### src/rtl/aes_out_serializer_if.sv
// -----------------------------------------------------------------------------
// aes_out_serializer_if
// Beat-level valid/ready bus from the AES output serializer toward the
// transmit shift register.
//
// Signals:
//   tx_data   OUT_W  current beat, ciphertext MSB end first
//   tx_valid  1      tx_data holds a beat
//   tx_ready  1      sink accepts the beat when tx_valid & tx_ready
//   tx_last   1      final beat of a 128-bit block
//
// Modports:
//   master  serializer side (drives data/valid/last, samples ready)
//   slave   sink side
// -----------------------------------------------------------------------------
interface aes_out_serializer_if #(
    parameter int OUT_W = 8
);
    logic [OUT_W-1:0] tx_data;
    logic             tx_valid;
    logic             tx_ready;
    logic             tx_last;

    modport master (
        output tx_data,
        output tx_valid,
        output tx_last,
        input  tx_ready
    );

    modport slave (
        input  tx_data,
        input  tx_valid,
        input  tx_last,
        output tx_ready
    );
endinterface

### src/rtl/aes_out_serializer.sv
// -----------------------------------------------------------------------------
// aes_out_serializer
// Captures finished 132-bit packets from the AES pipeline controller, buffers
// the 128-bit ciphertexts in a DEPTH-entry FIFO and streams each block
// MSB-first as 128/OUT_W beats of OUT_W bits over a valid/ready handshake.
//
// Parameters:
//   DEPTH   FIFO capacity in blocks (power of two, >= 2)
//   OUT_W   beat width (8, 16, 32 or 64)
//   ROUNDS  expected round count of a finished packet (round check only)
//
// Ports:
//   clk         rising-edge clock
//   n_rst       asynchronous active-low reset
//   data_in     [131:4] ciphertext, [3:0] round count
//   data_valid  one packet per high cycle
//   buf_full    FIFO holds DEPTH blocks
//   blk_count   blocks waiting in the FIFO (not the one being sent)
//   overflow    sticky: a packet was dropped because the FIFO was full
//   tx          beat bus (aes_out_serializer_if.master)
//   round_err   sticky: a packet with a wrong round count was rejected
//               (present only when AES_OUT_ROUND_CHECK_EN is defined)
//
// Configuration macro:
//   AES_OUT_ROUND_CHECK_EN  enables the round-count check and round_err port.
// -----------------------------------------------------------------------------
module aes_out_serializer #(
    parameter int DEPTH  = 4,
    parameter int OUT_W  = 8,
    parameter int ROUNDS = 10
) (
    input  logic                       clk,
    input  logic                       n_rst,
    input  logic [131:0]               data_in,
    input  logic                       data_valid,
    output logic                       buf_full,
    output logic [$clog2(DEPTH+1)-1:0] blk_count,
    output logic                       overflow,
    aes_out_serializer_if.master       tx
`ifdef AES_OUT_ROUND_CHECK_EN
    ,
    output logic                       round_err
`endif
);

    localparam int PTR_W = $clog2(DEPTH);
    localparam int CNT_W = $clog2(DEPTH + 1);
    localparam int BEATS = 128 / OUT_W;
    localparam int BEAT_W = (BEATS > 1) ? $clog2(BEATS) : 1;
    localparam logic [3:0] ROUND_VAL = 4'(ROUNDS);

    typedef enum logic [1:0] {
        IDLE,
        LOAD,
        SEND
    } state_t;

    state_t              state_q, state_d;
    logic [127:0]        mem [DEPTH];
    logic [PTR_W-1:0]    wr_ptr, rd_ptr;
    logic [CNT_W-1:0]    count;
    logic [127:0]        sreg;
    logic [BEAT_W-1:0]   beat;
    logic                pkt_ok;
    logic                push;
    logic                pop;
    logic                shift;
    logic                last_beat;

`ifdef AES_OUT_ROUND_CHECK_EN
    assign pkt_ok = (data_in[3:0] == ROUND_VAL);
`else
    // Round field is ignored in this build.
    logic unused_round;
    assign unused_round = ^{data_in[3:0], ROUND_VAL};
    assign pkt_ok       = 1'b1;
`endif

    // buf_full comes from the registered count, so a pop in the same cycle
    // never makes room for a write.
    assign buf_full  = (count == CNT_W'(DEPTH));
    assign blk_count = count;
    assign push      = data_valid && !buf_full && pkt_ok;
    assign last_beat = (beat == BEAT_W'(BEATS - 1));
    assign tx.tx_data = sreg[127 -: OUT_W];

    // NOTE: every signal written here gets a default first, otherwise a path
    // that skips the assignment infers a latch.
    always_comb begin
        state_d     = state_q;
        pop         = 1'b0;
        shift       = 1'b0;
        tx.tx_valid = 1'b0;
        tx.tx_last  = 1'b0;
        case (state_q)
            IDLE: begin
                if (count != '0) state_d = LOAD;
            end
            LOAD: begin
                pop     = 1'b1;
                state_d = SEND;
            end
            SEND: begin
                tx.tx_valid = 1'b1;
                tx.tx_last  = last_beat;
                if (tx.tx_ready) begin
                    shift = 1'b1;
                    // count excludes this cycle's push: no bypass into LOAD.
                    if (last_beat) state_d = (count != '0) ? LOAD : IDLE;
                end
            end
            default: state_d = IDLE;
        endcase
    end

    // NOTE: sequential state uses non-blocking assignments so every register
    // samples pre-edge values regardless of block ordering.
    always_ff @(posedge clk or negedge n_rst) begin
        if (!n_rst) state_q <= IDLE;
        else        state_q <= state_d;
    end

    // NOTE: the storage array carries no reset; only pointers and count are
    // reset, which makes stale contents unreachable.
    always_ff @(posedge clk) begin
        if (push) mem[wr_ptr] <= data_in[131:4];
    end

    always_ff @(posedge clk or negedge n_rst) begin
        if (!n_rst) begin
            wr_ptr <= '0;
            rd_ptr <= '0;
            count  <= '0;
        end else begin
            // DEPTH is a power of two, so pointers wrap naturally.
            if (push) wr_ptr <= wr_ptr + PTR_W'(1);
            if (pop)  rd_ptr <= rd_ptr + PTR_W'(1);
            case ({push, pop})
                2'b10:   count <= count + CNT_W'(1);
                2'b01:   count <= count - CNT_W'(1);
                default: count <= count;
            endcase
        end
    end

    always_ff @(posedge clk or negedge n_rst) begin
        if (!n_rst) begin
            sreg <= '0;
            beat <= '0;
        end else if (pop) begin
            sreg <= mem[rd_ptr];
            beat <= '0;
        end else if (shift) begin
            sreg <= sreg << OUT_W;
            beat <= beat + BEAT_W'(1);
        end
    end

    always_ff @(posedge clk or negedge n_rst) begin
        if (!n_rst)                       overflow <= 1'b0;
        else if (data_valid && buf_full)  overflow <= 1'b1;
    end

`ifdef AES_OUT_ROUND_CHECK_EN
    always_ff @(posedge clk or negedge n_rst) begin
        if (!n_rst)                      round_err <= 1'b0;
        else if (data_valid && !pkt_ok)  round_err <= 1'b1;
    end
`endif

endmodule

### src/flat_wrapper.sv
// flat-port wrapper written by rule: the top's interface ports become plain ports
module aes_out_serializer_flat 
#(
    parameter int DEPTH  = 4,
    parameter int OUT_W  = 8,
    parameter int ROUNDS = 10
)
  (clk, n_rst, data_in, data_valid, buf_full, blk_count, overflow, tx_tx_data, tx_tx_valid, tx_tx_last, tx_tx_ready);
  aes_out_serializer_if #(.OUT_W(OUT_W)) tx_i ();
  input  logic clk;
  input  logic n_rst;
  input  logic [131:0] data_in;
  input  logic data_valid;
  output logic buf_full;
  output logic [$clog2(DEPTH+1)-1:0] blk_count;
  output logic overflow;
  output wire logic [$bits(tx_i.tx_data)-1:0] tx_tx_data;
  output wire logic [$bits(tx_i.tx_valid)-1:0] tx_tx_valid;
  output wire logic [$bits(tx_i.tx_last)-1:0] tx_tx_last;
  input wire logic [$bits(tx_i.tx_ready)-1:0] tx_tx_ready;
  assign tx_tx_data = tx_i.tx_data;
  assign tx_tx_valid = tx_i.tx_valid;
  assign tx_tx_last = tx_i.tx_last;
  assign tx_i.tx_ready = tx_tx_ready;
  aes_out_serializer #(.DEPTH(DEPTH), .OUT_W(OUT_W), .ROUNDS(ROUNDS)) u_core (.clk(clk), .n_rst(n_rst), .data_in(data_in), .data_valid(data_valid), .buf_full(buf_full), .blk_count(blk_count), .overflow(overflow), .tx(tx_i));
endmodule
### config.mk
export PLATFORM = sky130hd
export DESIGN_NAME = aes_out_serializer_flat
export DESIGN_NICKNAME = d
export VERILOG_FILES = /design/src/rtl/aes_out_serializer_if.sv /design/src/rtl/aes_out_serializer.sv /design/src/flat_wrapper.sv
export SDC_FILE = /design/constraint.sdc
export NUM_CORES = 1
export LEC_CHECK = 0
export ABC_AREA = 1
export BUFFER_PORTS_ARGS = -buffer_cell sky130_fd_sc_hd__buf_4
export CORE_ASPECT_RATIO = 0.9
export CORE_UTILIZATION = 35
export DETAILED_ROUTE_END_ITERATION = 16
export GPL_ROUTABILITY_DRIVEN = 0
export PLACE_DENSITY = 0.48
export SKIP_CTS_REPAIR_TIMING = 1
export SYNTH_ARGS = -nofsm -noshare
export SYNTH_HDL_FRONTEND = slang
export SYNTH_SLANG_ARGS = --single-unit
### constraint.sdc
create_clock -name clk -period 14.7 [get_ports clk]
set_clock_uncertainty 0.05 [all_clocks]
set_input_delay 0.735 -clock clk [delete_from_list [all_inputs] [get_ports clk]]
set_output_delay 0.735 -clock clk [all_outputs]
set_load 0.05 [all_outputs]
---- After elaboration in Yosys (flattened, before gate mapping) ----
Memories as Yosys holds them, arrays and structs flattened.
Index checks and enable logic that the tools add are counted.
W data, S select, Z words.
word-level totals
  output and inout port bits .............. 15
  bits in writable memories ............... 512
  memories kept ........................... 1
  bits in registers ....................... 142
operators by class
  mux-type cells .......................... 17
  reductions and logical operators ........ 8
  eq/ne operators ......................... 9
  add/subtract/negate cells ............... 5
memories
  name        words  width  rd ports  clocked after Yosys merged registers in  wr ports  line                      RTL
  u_core.mem  4      128    1         0                                        1         aes_out_serializer.sv:59  logic [127:0] mem [DEPTH];
operators with widths
  cell                   count
  $mux W128              2
  $mux W1                8
  $mux W4                2
  $mux W2                3
  $pmux W2 S3            1
  $pmux W3 S2            1
  $add A2 B1 Y2 const B  2
  $add A4 B1 Y4 const B  1
  $eq A2 B1 Y1 const B   2
  $eq A2 B2 Y1 const B   2
  $eq A4 B4 Y1 const B   1
  $ne A2 B1 Y1 const B   2
  $reduce_bool A2 Y1     2
  $add A3 B1 Y3 const B  1
  $eq A3 B3 Y1 const B   1
  $reduce_and A3 Y1      1
  $reduce_bool A3 Y1     1
  $sub A3 B1 Y3 const B  1
  $logic_and A1 B1 Y1    2
  $logic_not A2 Y1       1
  $ne A2 B2 Y1 const B   1
  $logic_not A1 Y1       1

---- Depth between registers and ports, before layout ----
Gate-level depths: netlist of run 1.
  depth in word-level cells ............... 5
  mapped depth ............................ 10

---- Worst setup path after synthesis of run 1 ----
No wires, ideal clock.
  kind .................................... register -> register
  start ................................... register u_core.count[0], in the netlist u_core.blk_count[0]
  end ..................................... memory u_core.mem[0][0] (enable)
  arrival ................................. 6.434 ns
  path slack .............................. 7.599 ns
  setup time .............................. 0.617 ns
  period minus slack after synthesis ...... 7.101 ns
  buffers on the path ..................... 0
  stages on the path, launching flop included .. 5
  path through ............................ dfrtp_1 -> inv_1 -> nand3_1 -> nand2_1 -> nor2_1
on the way
  word-level cells in the longest chain between the ends .. 5
ends and longest elaborated chain
  element                        line                       RTL
  start: declaration             aes_out_serializer.sv:61   logic [CNT_W-1:0] count;
  start signal: assignment       aes_out_serializer.sv:139  2'b10: count <= count + CNT_W'(1);
  start signal: assignment       aes_out_serializer.sv:140  2'b01: count <= count - CNT_W'(1);
  start signal: assignment       aes_out_serializer.sv:141  default: count <= count;
  $eq A3 B3 Y1                   aes_out_serializer.sv:81   assign buf_full = (count == CNT_W'(DEPTH));
  $logic_not A1 Y1               aes_out_serializer.sv:83   assign push = data_valid && !buf_full && pkt_ok;
  $logic_and A1 B1 Y1            aes_out_serializer.sv:83
  $mux W1                        aes_out_serializer.sv:126  if (push) mem[wr_ptr] <= data_in[131:4];
  $mux W1 (implied by the code)  aes_out_serializer.sv:126
  end: declaration               aes_out_serializer.sv:59
No other way between the ends.

---- Final worst setup path of run 1 ----
  start ................................... register u_core.rd_ptr[0]
  end ..................................... register u_core.sreg[81]
on the way
  word-level cells in the longest chain between the ends .. 2
ends and longest elaborated chain
  element                   line                       RTL
  start: declaration        aes_out_serializer.sv:60   logic [PTR_W-1:0] wr_ptr, rd_ptr;
  start signal: assignment  aes_out_serializer.sv:137  if (pop) rd_ptr <= rd_ptr + PTR_W'(1);
  $mem_v2 Z4 W128           --
  $mux W128                 aes_out_serializer.sv:150  end else if (pop) begin
  end signal: assignment    aes_out_serializer.sv:151  sreg <= mem[rd_ptr];
  end signal: assignment    aes_out_serializer.sv:154  sreg <= sreg << OUT_W;
  end: declaration          aes_out_serializer.sv:62   logic [127:0] sreg;
No other way between the ends.
A chain may end at the register's enable or synchronous reset.

==> out/metrics.cfg, run 1 <==
[logic_synthesis]
synth_enable_flop_cells=512
ys.flop_type=edfxtp_1
syn_area_per_cell_um2=9.50
yosys.area.top_type=edfxtp_1
synth_area_leaders=edfxtp_1, nand2_1, dfrtp_1
ys_ff_latch=654
syn_inst=2997
yosysUniqueCellTypes=23
syn-cell-area_mm2=0.0285
synth.most_common_cell=nand2_1
async_reset_ff_share_pct=21.7
synth_nets=3140
yosys-top-cells-count=nand2_1, inv_1, edfxtp_1
yosysSeqAreaShare_pct=66.5
yosysWarnings=0
yosys.area.top_type_share_pct=54.0

[routing]
drtPass1Iterations=5
wirelength_um=70800
ant_nets=0
drc_errors=0
viasPerCell=4.53
via_count=19000
wl_per_cell_um=16.8
drt_iter0_markers=1041

[die]
core_mm2=0.0799
placement_rows=98
die_w_um=303
die_y_um=273
start_util_pct=35.6
dieArea_mm2=0.0825
ios=151

[placed_design]
dpl.hpwl_um=36500
portBuffers=146

[cts]
htree_levels=3
cts_tree=yes
cts-buffers-inserted=76
clk_latency_ns=0.62
cts.sink_count=654
cts.path.max_buffers=3
cts.clk_slew.worst_paths_ns=0.06
cts_root_buffer=clkbuf_16

[grt]
grt_pass1_vias=19000
grt_max_degree=183
grt_overflow=0
antenna_found_initial=12
grt_pass1_wl_um=110000
track_usage_pct=17.4

[flow_run]
maxCapViolCount=0

[min_path]
hp-class=in2async

[sta]
slew_headroom_pct=26.3
worst_slew_pin_slew_ns=1.11
period_share_pct=25.8
setup-tns-final_ns=0
setup_violations=0
clock.fmax_mhz=264
hold_viol_final=0
slew_viol_final=0
period_needed_ns=3.79
rsz0062_at_grt=false
hold_ws_ns=0.179

[status]
run_status=finished clean

[cells_and_area]
area_growth_pct=15.4
utilization_pct=41.1
layout-drive-gt1-share_pct=9.10
fin_nets=3235

[critical_path]
worstSetupPathType=reg2reg
end_kind=flop
cp-start-kind=flop
worstPathArrival_ns=4.23
worstPathRequired_ns=15.14
crit_path_max_fanout=115

[pwr]
leakagePower_nw=15.6
ir_drop_v=0.000166
powerDensity_mw_per_mm2=204

report_power, final:
| part | internal, mW | total [mW] | switching, mW | leakage (nW) |
|---|---|---|---|---|
| clock network | 1.08 | 1.83 | 0.741 | 1.20 |
| logic | 0.614 | 2.10 | 1.49 | 7.92 |
| registers | 2.50 | 2.76 | 0.257 | 6.44 |
through the flow:
step	power [mW]	setup WS, ns	area, um2	cells
after floorplan	4.32	7.60	28500	2997
after global placement	4.92	10.84	30400	4064
after detailed placement	4.95	10.77	30400	4064
after CTS	6.81	10.77	32900	4205
after global routing	7.18	10.52	32900	4208
final	6.69	10.91	32900	4208
path summary, 6_finish.rpt:
kind / endpoint / start / cells past startpoint / slack (ns)
max: u_core.sreg[81] / u_core.rd_ptr[0] / 8 / 10.91
min: u_core.sreg[24] / n_rst / 1 / 0.18
max reg2reg: u_core.sreg[81] / u_core.rd_ptr[0] / 8 / 10.91
min reg2reg: u_core.overflow / u_core.overflow / 1 / 0.44
max in group asynchronous: u_core.rd_ptr[0] / n_rst / 2 / 12.80
min in group clk: u_core.mem[3][68] / data_in[72] / 1 / 0.26
sequential cells by signal, indices dropped and copies added, names as in the netlist:
name              cells
u_core.beat           4
u_core.blk_count      3
u_core.mem          512
u_core.overflow       1
u_core.rd_ptr         2
u_core.sreg         128
u_core.state_q        2
u_core.wr_ptr         2
critical path, stage by stage (launching register included):
cell	delay [ns]
dfrtp_4	0.84
inv_8	0.66
buf_4	0.82
buf_4	0.79
nand2_1	0.12
nand3_1	0.10
nand2_1	0.10
nand2_1	0.08
nand2_1	0.07
final cells by class:
type,count,area (um2)
Fill cell,7746,47100
Multi-Input combinational cell,1574,6550
Inverter,623,2360
Clock inverter,26,233
Clock buffer,115,2190
Sequential cell,654,18900
Timing Repair Buffer,163,1280
Tap cell,1050,1310
Antenna cell,3,7.51
cells by family (layout without fill, tap and decap cells):
| family | count (synthesis) | after routing | share of synthesized area, % |
|---|---|---|---|
| flip-flops | 654 | 654 | 66.5 |
| other | 0 | 3 | 0 |
| AND/OR/NAND/NOR | 1555 | 1555 | 22.2 |
| XOR/XNOR | 5 | 5 | 0.154 |
| adder cells (fa/ha/maj) | 7 | 7 | 0.334 |
| buffers and inverters | 769 | 927 | 10.7 |
| AO/OA/AOI/OAI | 7 | 7 | 0.136 |
layout by cell type (no fill, tap or decap), types with 7 or more instances in the layout:
cell type     n
buf_4       158
inv_1       617
clkbuf_1     26
nor2_1       32
inv_6         7
nand3_1     380
nand2_1    1136
dfrtp_1     140
edfxtp_1    512
clkbuf_16    77
clkinv_2     12
clkbuf_8     12
layer usage:
| metal | GRT usage, % | share of wire [%] | vias up |
|---|---|---|---|
| met5 | 0 | 0.17 | - |
| met4 | 4.88 | 2.1 | 18 |
| met3 | 3.82 | 4.7 | 114 |
| met2 | 28.9 | 47 | 302 |
| met1 | 23.0 | 46 | 9173 |
| li1 | - | - | 9436 |
Power figures use the tool's default switching activity.
==> run 2, diff against run 1 <==
- clock period: 14.7 -> 3.6 ns (I/O delays scaled with it)
==> run 2 against run 1 <==
  * Routed wire length decreased by 2.2%
  * Worst setup slack got worse by 9.9 ns
  * Sequential share of layout area shrank 2.5 points
  * Power rose to 4.1 times the previous value
  * Clock power rose to 4.0 times the previous value
  * Combinational power rose to 4.3 times the previous value
  * Final cell count increased by 3.3%
  * Sequential power rose to 4.0 times the previous value
  * Utilization grew 1.9 points
  * Register-to-register slack got worse by 9.9 ns
  * Critical path depth unchanged
  * Global-route usage is 0.49 points lower
  * Critical endpoint is now u_core.sreg[37]
  * Largest power group unchanged
==> out/metrics.cfg, run 2 (synthesis gave the netlist of run 1 again) <==
[placed_design]
place_area_mm2=0.0306  ; +0.69%
dpl.hpwl_um=38300  ; +4.9%
post-place-ws_ns=0.969  ; -9.80 ns
portBuffers=146  ; unchanged

[critical_path]
reg2reg_from=u_core.state_q[0]
crit_path_max_fanout=64  ; -44%
worstSetupPathType=reg2reg
cp_top_family=buffers and inverters
critPathMaxStageDelay_ns=0.77  ; -0.07 ns
path_cells=inv_2, nand3_4, inv_4, buf_4, nand2_1, nand2_1, inv_1, nand2_1
worstPathArrival_ns=3.09  ; -1.14 ns
ff2ff_path_depth=8  ; unchanged
worst-path-stages=8  ; unchanged
end_kind=flop
startpoint=u_core.state_q[0]
critical_path.most_common_cell=nand2_1
path_buf_inv=4  ; +1
cp-start-kind=flop
slowest_stage=inv_4
worstPathRequired_ns=4.10  ; -11.04 ns

[routing]
wirelength_um=69200  ; -2.2%
viasPerCell=4.47  ; -1.3%
via_count=19400  ; +1.9%
drc_errors=0  ; unchanged
drtPass1Iterations=5  ; unchanged
ant_nets=0  ; unchanged
drt_iter0_markers=1138  ; +9.3%
wl_per_cell_um=15.9  ; -5.2%

[grt]
grt_overflow=0  ; unchanged
grt_pass1_vias=18700  ; -1.3%
track_usage_pct=17.0  ; -0.49 points
grt_pass1_wl_um=107000  ; -2.2%
grt_max_degree=139  ; -24%
antenna_found_initial=4  ; -8

[pwr]
leakagePower_nw=16.2  ; +4.0%
swShare_pct=36.9  ; -0.30 points
p_int_mw=17.4  ; +310%
power_mw=27.6  ; +310%
switchingPower_mw=10.2  ; +310%
clockPowerShare_pct=26.8  ; -0.5 points
powerDensity_mw_per_mm2=802  ; +290%
p_comb_share_pct=33.1  ; +1.7 points
seqPwrFrac_pct=40.1  ; -1.2 points
ir_drop_v=0.000619  ; +270%

[sta]
period_share_pct=71.8  ; +46 points
hold_viol_final=0  ; unchanged
setup_violations=0  ; unchanged
worst_slew_pin_slew_ns=1.07  ; -0.0368 ns
slew_viol_final=0  ; unchanged
slew_headroom_pct=28.7  ; +2.5 points
rsz0062_at_grt=false
period_needed_ns=2.58  ; -1.21 ns
timing.final.ws_setup_ns=1.02  ; -9.89 ns
hold_ws_ns=0.212  ; +0.0327 ns
clock.fmax_mhz=387  ; +47%

[cts]
clk_latency_ns=0.61  ; about the same
cts_root_buffer=clkbuf_16
cts_tree=yes
cts.path.max_buffers=3  ; unchanged
cts.sink_count=654  ; unchanged
htree_levels=3  ; unchanged
cts.clk_slew.worst_paths_ns=0.06  ; about the same
cts-buffers-inserted=74  ; -2.6%

[cells_and_area]
fillCellCount=7678  ; -0.88%
utilization_pct=43.0  ; +1.9 points
largest_registers=u_core.mem x512, u_core.sreg x128, u_core.beat x4
fin_nets=3377  ; +4.4%
layout-drive-gt1-share_pct=8.96  ; -0.14 points
final_common_cell=nand2_1
largest_register_ffs=512  ; unchanged
postLayoutCellArea_mm2=0.0344  ; +4.5%
regMostFlops=u_core.mem
final_cell_mix=nand2_1, inv_1, edfxtp_1
area_growth_pct=20.6

[die]
start_util_pct=35.6  ; unchanged
placement_rows=98  ; unchanged
core_mm2=0.0799  ; unchanged
die_y_um=273  ; unchanged
die_w_um=303  ; unchanged
dieArea_mm2=0.0825  ; unchanged
ios=151  ; unchanged

[flow_run]
maxCapViolCount=0  ; unchanged

[min_path]
hp-class=in2async

[status]
run_status=finished clean

-- run 2: cell types whose count changed in the layout (fill, tap and decap cells not counted), sizes merged --
cell,delta
clkinvlp,+1
dlygate4sd3,+131
clkinv,+10
bufinv,+2
buf,+13
clkbuf,-13
inv,-5
diode,-2
-- run 2: worst paths after layout --
kind | end | slack, ns
max in group asynchronous | u_core.sreg[120] | 2.27
max | u_core.sreg[37] | 1.02
min reg2reg | u_core.overflow | 0.42
min | u_core.sreg[18] | 0.21
min in group clk | u_core.mem[1][37] | 0.26
max reg2reg | u_core.sreg[37] | 1.02
-- run 2: worst reg2reg max path: cells and delay by family, from the launching register on --
family,cells,cell delay [ns]
buf+inv,4,1.38
simple gates,4,0.65
flops,1,0.46
-- run 2: metrics by stage --
stage	cells	TNS, ns
5_1_grt	4344	0
3_3_place_gp	4077	0
3_5_place_dp	4077	0
4_1_cts	4213	0
2_1_floorplan	2997	-707.65
6_report	4345	0
-- run 2: routing by layer --
| layer | up-vias | part of all wire [%] | GRT usage, % |
|---|---|---|---|
| li1 | 9723 | - | - |
| met1 | 9305 | 47 | 22.2 |
| met2 | 267 | 47 | 28.2 |
| met3 | 100 | 4.1 | 4.01 |
| met4 | 8 | 1.9 | 4.27 |
| met5 | - | 0.078 | 0 |
-- run 2: layout make-up --
class                           instances  area, um2  share of cell area (%)
Inverter                              623       2360                    6.87
Clock inverter                         34        287                   0.834
Timing Repair Buffer                  307       2800                    8.15
Sequential cell                       654      18900                    55.1
Antenna cell                            1       2.50                 0.00728
Multi-Input combinational cell       1574       6550                    19.1
Tap cell                             1050       1310                    3.82
Clock buffer                          102       2100                    6.12
-- run 2: power by group through the flow --
stage          registers (mW)  clock network [mW]  logic (mW)
3_5_place_dp             11.2                   0        9.21
6_report                 11.1                7.38        9.12
4_1_cts                  11.1                7.57        9.25
5_1_grt                  11.2                7.86        10.4
2_1_floorplan            11.0                   0        6.50
3_3_place_gp             11.2                   0        9.11
==> run 3, diff against run 2 <==
- ABC_AREA: 1 -> 0
- clock period: 3.6 -> 2.5 ns (I/O delays scaled with it)
==> run 3 against run 2 <==
  * Synthesized area fell by 12%
  * Final cell count fell by 37%
  * Combinational power rose by 9.6%
  * Sequential power rose by 45%
==> out/metrics.cfg, run 3 <==
[logic_synthesis]
yosysWarnings=0  ; unchanged
synth.most_common_cell=edfxtp_1
synth_area_leaders=edfxtp_1, dfrtp_1, mux2i_1
ys_ff_latch=654  ; unchanged
yosys-top-cells-count=edfxtp_1, mux2i_1, dfrtp_1
yosys.area.top_type_share_pct=61.3  ; +7.3 points
synth_enable_flop_cells=512  ; unchanged
syn-cell-area_mm2=0.0251  ; -12%
ys.flop_type=edfxtp_1
syn_inst=1416  ; -53%
yosysUniqueCellTypes=41  ; +78%
yosysSeqAreaShare_pct=75.4  ; +9.0 points
async_reset_ff_share_pct=21.7  ; unchanged
syn_area_per_cell_um2=17.7  ; +87%
synth_nets=1559  ; -50%
yosys.area.top_type=edfxtp_1

[sta]
worst_slew_pin_slew_ns=0.875  ; -0.194 ns
period_needed_ns=2.08  ; -0.505 ns
clock.fmax_mhz=481  ; +24%
hold_viol_final=0  ; unchanged
setup-tns-final_ns=0  ; unchanged
slew_headroom_pct=41.5  ; +13 points
rsz0062_at_grt=false
setup_violations=0  ; unchanged
slew_viol_final=0  ; unchanged
period_share_pct=83.2  ; +11 points

[die]
ios=151  ; unchanged
start_util_pct=35.6  ; about the same
dieArea_mm2=0.0728  ; -12%
die_y_um=256  ; -6.1%
placement_rows=92  ; -6.1%
core_mm2=0.0704  ; -12%
die_w_um=284  ; -6.1%

[critical_path]
worstSetupPathType=reg2reg
worstPathRequired_ns=2.92  ; -1.18 ns
cp-start-kind=flop
worstPathArrival_ns=2.50  ; -0.59 ns
crit_path_max_fanout=10  ; -84%
end_kind=flop

[grt]
track_usage_pct=16.2  ; -0.72 points
grt_pass1_vias=13800  ; -26%
grt_max_degree=70  ; -50%
grt_overflow=0  ; unchanged
antenna_found_initial=4  ; unchanged
grt_pass1_wl_um=88700  ; -17%

[cells_and_area]
area_growth_pct=24.3
layout-drive-gt1-share_pct=17.8  ; +8.8 points
regMostFlops=u_core.mem
largest_register_ffs=512  ; unchanged
final_cell_mix=edfxtp_1, mux2i_1, buf_4
largest_registers=u_core.mem x512, u_core.sreg x128, u_core.beat x4
fillCellCount=6238  ; -19%
fin_nets=1858  ; -45%
utilization_pct=44.3  ; +1.3 points
final_common_cell=edfxtp_1

[min_path]
hp-class=in2async

[routing]
drc_errors=0  ; unchanged
drt_iter0_markers=743  ; -35%
wirelength_um=59000  ; -15%
via_count=13500  ; -30%
drtPass1Iterations=4  ; -1
wl_per_cell_um=21.7  ; +36%
viasPerCell=4.97  ; +11%
ant_nets=0  ; unchanged

[cts]
cts.sink_count=654  ; unchanged
htree_levels=3  ; unchanged
clk_latency_ns=0.60  ; about the same
cts_root_buffer=clkbuf_16
cts.clk_slew.worst_paths_ns=0.06  ; about the same
cts_tree=yes
cts.path.max_buffers=3  ; unchanged
cts-buffers-inserted=73  ; -1.4%

[pwr]
leakagePower_nw=12.2  ; -25%
ir_drop_v=0.000817  ; +32%
powerDensity_mw_per_mm2=1170  ; +46%

[status]
run_status=finished clean

[placed_design]
dpl.hpwl_um=33300  ; -13%
portBuffers=146  ; unchanged

[flow_run]
maxCapViolCount=0  ; unchanged

run 3: changes by cell type after synthesis, moves of 14 or more:
cell and delta:
a211o_1 +120, and3_1 +14, buf_2 -46, inv_1 -615, mux2i_1 +241, nand2_1 -1129
nand3_1 -378, nor2_1 +72, o22ai_1 +14, o2bb2ai_1 +100
run 3: worst paths after layout:
kind | from | endpoint | slack, ns | cells after the start
max | u_core.state_q[1] | u_core.blk_count[1] | 0.42 | 5
min | n_rst | u_core.sreg[99] | 0.02 | 2
max reg2reg | u_core.state_q[1] | u_core.blk_count[1] | 0.42 | 5
min reg2reg | u_core.overflow | u_core.overflow | 0.42 | 1
max in group asynchronous | n_rst | u_core.blk_count[2] | 1.63 | 3
min in group clk | data_in[19] | u_core.mem[0][15] | 0.22 | 2
run 3: cell type report:
| cell class | instances | area, um2 | area share [%] |
|---|---|---|---|
| multi-input cells | 665 | 5660 | 18.1 |
| clock buffers | 108 | 2110 | 6.77 |
| well taps | 940 | 1180 | 3.77 |
| diodes | 1 | 2.50 | 0.00802 |
| clock inverters | 27 | 236 | 0.758 |
| flip-flops and latches | 654 | 18900 | 60.7 |
| repair buffers | 317 | 3060 | 9.81 |
| inverters | 4 | 15.0 | 0.0481 |
run 3: metrics by stage:
step	hold WS [ns]	instance area [um2]	instances	power, mW	setup slack [ns]
finish	0.0158	31200	2716	36.6	0.421
global route	0.0228	31200	2716	38.5	0.308
CTS	-0.568	29900	2584	37.0	0.425
detailed placement	0.0782	27500	2449	26.4	0.451
global placement	0.0834	27500	2449	26.2	0.440
floorplan	-0.221	25100	1416	22.9	0.0739
run 3: power breakdown:
group          switching [mW]  leakage [nW]  internal [mW]
clock network            4.18          1.15           6.27
logic                    5.74          4.61           4.28
registers                1.33          6.45           14.8
total                    11.3          12.2           25.3
run 3: kinds of logic after synthesis:
kind of cell,synth area share (%)
muxes,10.4
and+or+nand+nor,2.69
adders and majority gates,0.379
xor gates and xnor gates,0.174
AOI/OAI and AO/OA,8.73
buffers and inverters,2.18
DFF,75.4
run 3: routing by layer:
metal  vias to the layer above  GRT usage (%)  part of all wire (%)
met5                         -              0                 0.051
met4                         6           4.02                   1.8
met3                        83           3.88                   3.6
met2                       234           25.2                    46
met1                      6975           22.9                    49
li1                       6200              -                     -
run 3: worst max-delay path, cell delays in order (launching register included):
cell      delay [ns]
dfrtp_1         0.44
nand2b_1        0.21
inv_2           0.28
ha_1            0.28
fa_1            0.42
mux2_2          0.26
